**config.mk**
```make
export PLATFORM = sky130hd
export DESIGN_NAME = muldiv_ctrl
export DESIGN_NICKNAME = d
export VERILOG_FILES = /design/src/rtl/muldiv_ctrl.sv
export SDC_FILE = /design/constraint.sdc
export NUM_CORES = 2
export LEC_CHECK = 0
export ABC_CLOCK_PERIOD_IN_PS = 9600
export CORE_MARGIN = 1
export CORE_UTILIZATION = 62
export DETAILED_ROUTE_END_ITERATION = 6
export PLACE_DENSITY = 0.8
export SLEW_MARGIN = 10
export SYNTH_ARGS = -nofsm -noshare
export SYNTH_HDL_FRONTEND = slang
export SYNTH_SLANG_ARGS = --single-unit
export TNS_END_PERCENT = 20
```
**constraint.sdc**
```tcl
create_clock -name clk -period 9.6 [get_ports clk]
set_input_delay 0.96 -clock clk [delete_from_list [all_inputs] [get_ports clk]]
set_output_delay 0.96 -clock clk [all_outputs]
set_load 0.005 [all_outputs]
```
**src/rtl/muldiv_ctrl.sv**
```systemverilog
// muldiv_ctrl: multi-cycle multiply/divide sequencer that owns HI/LO for EX.
//   MUL_LAT   : multiply compute cycles after accept (1..15)
//   clk, rst  : clock, synchronous active-high reset
//   start     : HI/LO-class instruction valid in EX (held while stalled)
//   op        : 0 MULT, 1 MULTU, 2 DIV, 3 DIVU, 4 MTHI, 5 MTLO (6/7 ignored)
//   src_a/b   : forwarded rs/rt operands
//   flush     : cancel the EX instruction
//   stall     : freeze IF/ID/EX while an operation is running
//   busy      : registered, high in MUL/DIV states
//   hi, lo    : HI/LO registers
module muldiv_ctrl #(
  parameter int MUL_LAT = 3
) (
  input  logic        clk,
  input  logic        rst,
  input  logic        start,
  input  logic [2:0]  op,
  input  logic [31:0] src_a,
  input  logic [31:0] src_b,
  input  logic        flush,
  output logic        stall,
  output logic        busy,
  output logic [31:0] hi,
  output logic [31:0] lo
);

  localparam logic [1:0] S_IDLE = 2'd0,
                         S_MUL  = 2'd1,
                         S_DIV  = 2'd2,
                         S_DONE = 2'd3;
  localparam logic [4:0] MUL_CNT = 5'(MUL_LAT - 1);

  logic [1:0]  state, state_nxt;
  logic [4:0]  cnt;
  logic [31:0] a_mag, b_mag;
  logic        neg_q, neg_r;
  logic [63:0] rq;

  logic        go, accept, is_signed, a_sgn, b_sgn;
  logic [31:0] a_abs, b_abs;
  logic [32:0] div_top;
  logic [33:0] div_diff;
  logic [63:0] rq_step, prod, mul_res;
  logic [31:0] quot, rem;

  assign go        = (state == S_IDLE) & start & ~flush;
  assign accept    = go & ~op[2];
  assign is_signed = (op == 3'd0) | (op == 3'd2);
  assign a_sgn     = is_signed & src_a[31];
  assign b_sgn     = is_signed & src_b[31];
  assign a_abs     = a_sgn ? -src_a : src_a;
  assign b_abs     = b_sgn ? -src_b : src_b;

  // Restoring step: the partial remainder shifted left plus the next dividend
  // bit can reach 33 bits, so the compare is done one bit wider.
  assign div_top  = rq[63:31];
  assign div_diff = {1'b0, div_top} - {2'b00, b_mag};
  assign rq_step  = div_diff[33] ? {div_top[31:0], rq[30:0], 1'b0}
                                 : {div_diff[31:0], rq[30:0], 1'b1};
  assign quot     = rq_step[31:0];
  assign rem      = rq_step[63:32];

  assign prod    = {32'd0, a_mag} * {32'd0, b_mag};
  assign mul_res = neg_q ? -prod : prod;

  assign stall = (((state == S_IDLE) & start & ~op[2]) |
                  (state == S_MUL) | (state == S_DIV)) & ~flush;

  always_comb begin
    state_nxt = state;
    case (state)
      S_IDLE: if (accept) state_nxt = op[1] ? S_DIV : S_MUL;
      S_MUL:  if (flush) state_nxt = S_IDLE;
              else if (cnt == 5'd0) state_nxt = S_DONE;
      S_DIV:  if (flush) state_nxt = S_IDLE;
              else if (cnt == 5'd0) state_nxt = S_DONE;
      default: state_nxt = S_IDLE;
    endcase
  end

  always_ff @(posedge clk) begin
    if (rst) begin
      state <= S_IDLE;
      cnt   <= 5'd0;
      hi    <= 32'd0;
      lo    <= 32'd0;
      busy  <= 1'b0;
      a_mag <= 32'd0;
      b_mag <= 32'd0;
      neg_q <= 1'b0;
      neg_r <= 1'b0;
      rq    <= 64'd0;
    end else begin
      state <= state_nxt;
      busy  <= (state_nxt == S_MUL) | (state_nxt == S_DIV);
      case (state)
        S_IDLE: begin
          if (accept) begin
            a_mag <= a_abs;
            b_mag <= b_abs;
            neg_q <= a_sgn ^ b_sgn;
            neg_r <= a_sgn;
            rq    <= {32'd0, a_abs};
            cnt   <= op[1] ? 5'd31 : MUL_CNT;
          end else if (go && op == 3'd4) begin
            hi <= src_a;
          end else if (go && op == 3'd5) begin
            lo <= src_a;
          end
        end
        S_MUL: begin
          if (!flush) begin
            cnt <= cnt - 5'd1;
            if (cnt == 5'd0) {hi, lo} <= mul_res;
          end
        end
        S_DIV: begin
          if (!flush) begin
            cnt <= cnt - 5'd1;
            rq  <= rq_step;
            if (cnt == 5'd0) begin
              lo <= neg_q ? -quot : quot;
              hi <= neg_r ? -rem : rem;
            end
          end
        end
        default: ;
      endcase
    end
  end

endmodule

```
==> impl_metrics.tcl <==
set metrics [dict create \
    run_status "completed" \
    hold_viol 0 \
    period_minus_slack_ns 9.234 \
    switchingPower_w 0.002483 \
    syn_area_um2 50300 \
    grt_pass1_wl_um 250500 \
    routed-via-count 44310 \
    crit_fanout 27 \
    clockBufferDepth 3 \
    crit_buf_inv 6 \
    synthesis.instances 6083 \
    ys_seq_elements 202 \
    start_util 0.6255 \
    drive_gt1_frac 0.06132 \
    finalClockSkew_ns 0.02537 \
    synth_edf_count 0 \
    routed_via_density 6.188 \
    seq_area_um2 4088 \
    rows 104 \
    setup_slack_ns 0.3663 \
    multiInputGateArea_um2 41380 \
    synth_top_area_cell "fa_1" \
    tns_ns 0 \
    crit_required_ns 10.06 \
    cp.depth 28 \
    die_w_um 286.8 \
    cts.sinks 202 \
    min_to "lo[31]$_SDFFE_PP0P_" \
    clk_pin_slew_worst_paths_ns 0.07 \
    internal_power_w 0.002581 \
    drtIter0Drc 4481 \
    seq_area_frac_synth 0.08040 \
    clk_latency_ns 0.61 \
    cp_slowest_cell "fa_1" \
    cts_hold_buf 0 \
    finalMaxSlewViolations 0 \
    grt_pass1_vias 45660 \
    wl_um 156900 \
    post_cts_buffers 0 \
    ant_nets 0 \
    rsz0062_at_grt "no" \
    drt-wirelength-per-cell_um 21.91 \
    yosysWarnings 0 \
    core_area_um2 80420 \
    final_common_cell "inv_1" \
    synth_cell_type_count 105 \
    cts-resized-gates 0 \
    tritoncts "built" \
    fin_nets 7354 \
    synthFlopType "dfxtp_1" \
    min_period_over_period 0.9618 \
    reg2reg_depth 28 \
    seqPwrFrac 0.216 \
    clockPowerShare 0.201 \
    h-tree-depth 1 \
    avgSynthCellArea_um2 8.269 \
    setup_viol 0 \
    cp-start-kind "register" \
    netlist.area_leader.share 0.3570 \
    io_buffers 136 \
    r2r_slack_ns 0.37 \
    swShare 0.4903 \
    syn_to_final_growth_pct 7.736 \
    whs_path_depth 2 \
    drc 0 \
    antenna_found_initial 1 \
    max_slew_margin 0.1202 \
    critical_path_arrival_ns 9.69 \
    die-area_um2 82270 \
    grt_max_degree 90 \
    overflow 0 \
    cp-end-kind "register" \
    cellPowerDensity_nw_per_um2 93.45 \
    drv_cap 0 \
    boundaryPins 137 \
    dp_slack_ns 0.1179 \
    nFillCells 6575 \
    numCtsBuffers 24 \
    crit_top_cell "fa_1" \
    synthArstFlopShare 0 \
    root_buffer "clkbuf_16" \
    track_usage 0.3891 \
    cp_top_family "adder cells" \
    dp_hpwl_um 129200 \
    place_congestion 1.050 \
    crit_type "reg -> reg" \
    synth.area.top_cells "fa_1, dfxtp_1, ha_1, and2_1, inv_1" \
    die_y_um 286.8 \
    critPathMaxStageDelay_ns 0.56 \
    ir_drop_v 0.0001855 \
    layout_common_cells "inv_1, fa_1, nand2_1, and2_1, nor2_1" \
    holdCritStartpoint "lo[31]$_SDFFE_PP0P_" \
    power_frac_comb 0.584 \
    max_freq_mhz 108.3 \
    leakage_nw 25.22 \
    drtPass1Iterations 6 \
    tightest_slew_ns 1.315 \
    worstReg2RegEnd "hi[14]$_SDFFE_PP0P_" \
    reg2reg_from "a_mag[10]$_SDFFE_PP0P_" \
    worst_hold_slack_ns 0.4617 \
    syn_nets 7356 \
    hold_class "reg -> reg" \
]
==> cell usage after synthesis (all sizes together), types with 14 or more instances <==
cell type and count:
inv 922, fa 897, nand2 784, and2 609
nor2 333, clkbuf 330, ha 305, a21oi 254
dfxtp 202, o21ai 176, xnor2 131, nor3 86
a211oi 85, xor2 78, nand3 65, or3 53
o31ai 52, buf 46, a31oi 45, nand4 45
nor4 39, a21o 38, a221oi 34, o211ai 33
or4 28, o41ai 27, a22oi 26, o21a 26
and3 22, nor2b 22, nand2b 21, or2 19
mux2i 18, o21bai 16, a211o 15, a311oi 15
o22ai 14
==> stage by stage <==
| step | instances | total power [W] | utilization | cell area [µm²] |
|---|---|---|---|---|
| 4_1_cts | 7159 | 0.004969 | 0.6726 | 54090 |
| 3_3_place_gp | 7115 | 0.003902 | 0.6623 | 53260 |
| 6_report | 7161 | 0.005064 | 0.6739 | 54190 |
| 5_1_grt | 7159 | 0.005314 | 0.6738 | 54190 |
| 3_5_place_dp | 7115 | 0.003929 | 0.6623 | 53260 |
| 2_1_floorplan | 6083 | 0.002854 | - | 50300 |
==> worst min-delay path: cells and delay by family, from the launching register on <==
kind / cells / cell delay [ns]
flops: 1 / 0.31
simple gates: 1 / 0.05
compound gates: 1 / 0.05
==> layer usage <==
layer,share of wire,GRT usage,vias up
li1,-,-,19520
met1,0.40,0.5281,21950
met2,0.46,0.6158,2409
met3,0.10,0.07460,432
met4,0.044,0.1539,2
met5,0.00020,0.005233,-
==> cells by family (layout without fill, tap and decap cells) <==
family | after synthesis | after routing | synth area share
adders and majority gates | 1202 | 1202 | 0.4329
and+or+nand+nor | 2177 | 2177 | 0.2161
other | 0 | 2 | 0
buffers and inverters | 1300 | 1316 | 0.09850
xor gates and xnor gates | 209 | 209 | 0.03639
DFF | 202 | 202 | 0.08040
AOI/OAI and AO/OA | 968 | 968 | 0.1306
muxes | 25 | 25 | 0.005149
==> power groups by stage <==
stage                     Clock [W]  Combinational (W)  Sequential, W
after floorplan                   0            0.00183        0.00102
after global placement            0            0.00281        0.00109
after detailed placement          0            0.00283        0.00109
after CTS                   0.00101            0.00287        0.00108
after global routing        0.00104            0.00317        0.00110
final                       0.00102            0.00296        0.00109
==> worst max-delay path by stage <==
stage / start / endpoint / slack [ns]
finish: a_mag[10]$_SDFFE_PP0P_ / hi[14]$_SDFFE_PP0P_ / 0.37
CTS: a_mag[14]$_SDFFE_PP0P_ / hi[31]$_SDFFE_PP0P_ / 0.0005
detailed placement: a_mag[14]$_SDFFE_PP0P_ / hi[31]$_SDFFE_PP0P_ / 0.12
global route: a_mag[16]$_SDFFE_PP0P_ / hi[31]$_SDFFE_PP0P_ / 0.01
global placement: a_mag[14]$_SDFFE_PP0P_ / hi[31]$_SDFFE_PP0P_ / 0.16
floorplan: b_mag[23]$_SDFFE_PP0P_ / hi[31]$_SDFFE_PP0P_ / 1.03
==> state kept, by name (all words and copies together) (netlist names) <==
signal and count:
a_mag 32, b_mag 32, busy 1, cnt 5, hi 32, lo 32, neg_q 1, neg_r 1
rq 64, state 2
==> area by class of cell <==
| type | count | area share |
|---|---|---|
| Tap cell | 1060 | 0.02447 |
| Multi-Input combinational cell | 4581 | 0.7636 |
| Antenna cell | 2 | 0.00009236 |
| Clock inverter | 16 | 0.003625 |
| Clock buffer | 28 | 0.01154 |
| Sequential cell | 202 | 0.07543 |
| Inverter | 924 | 0.06400 |
| Timing Repair Buffer | 348 | 0.05726 |
No activity file was read; power rests on OpenSTA's default activity.
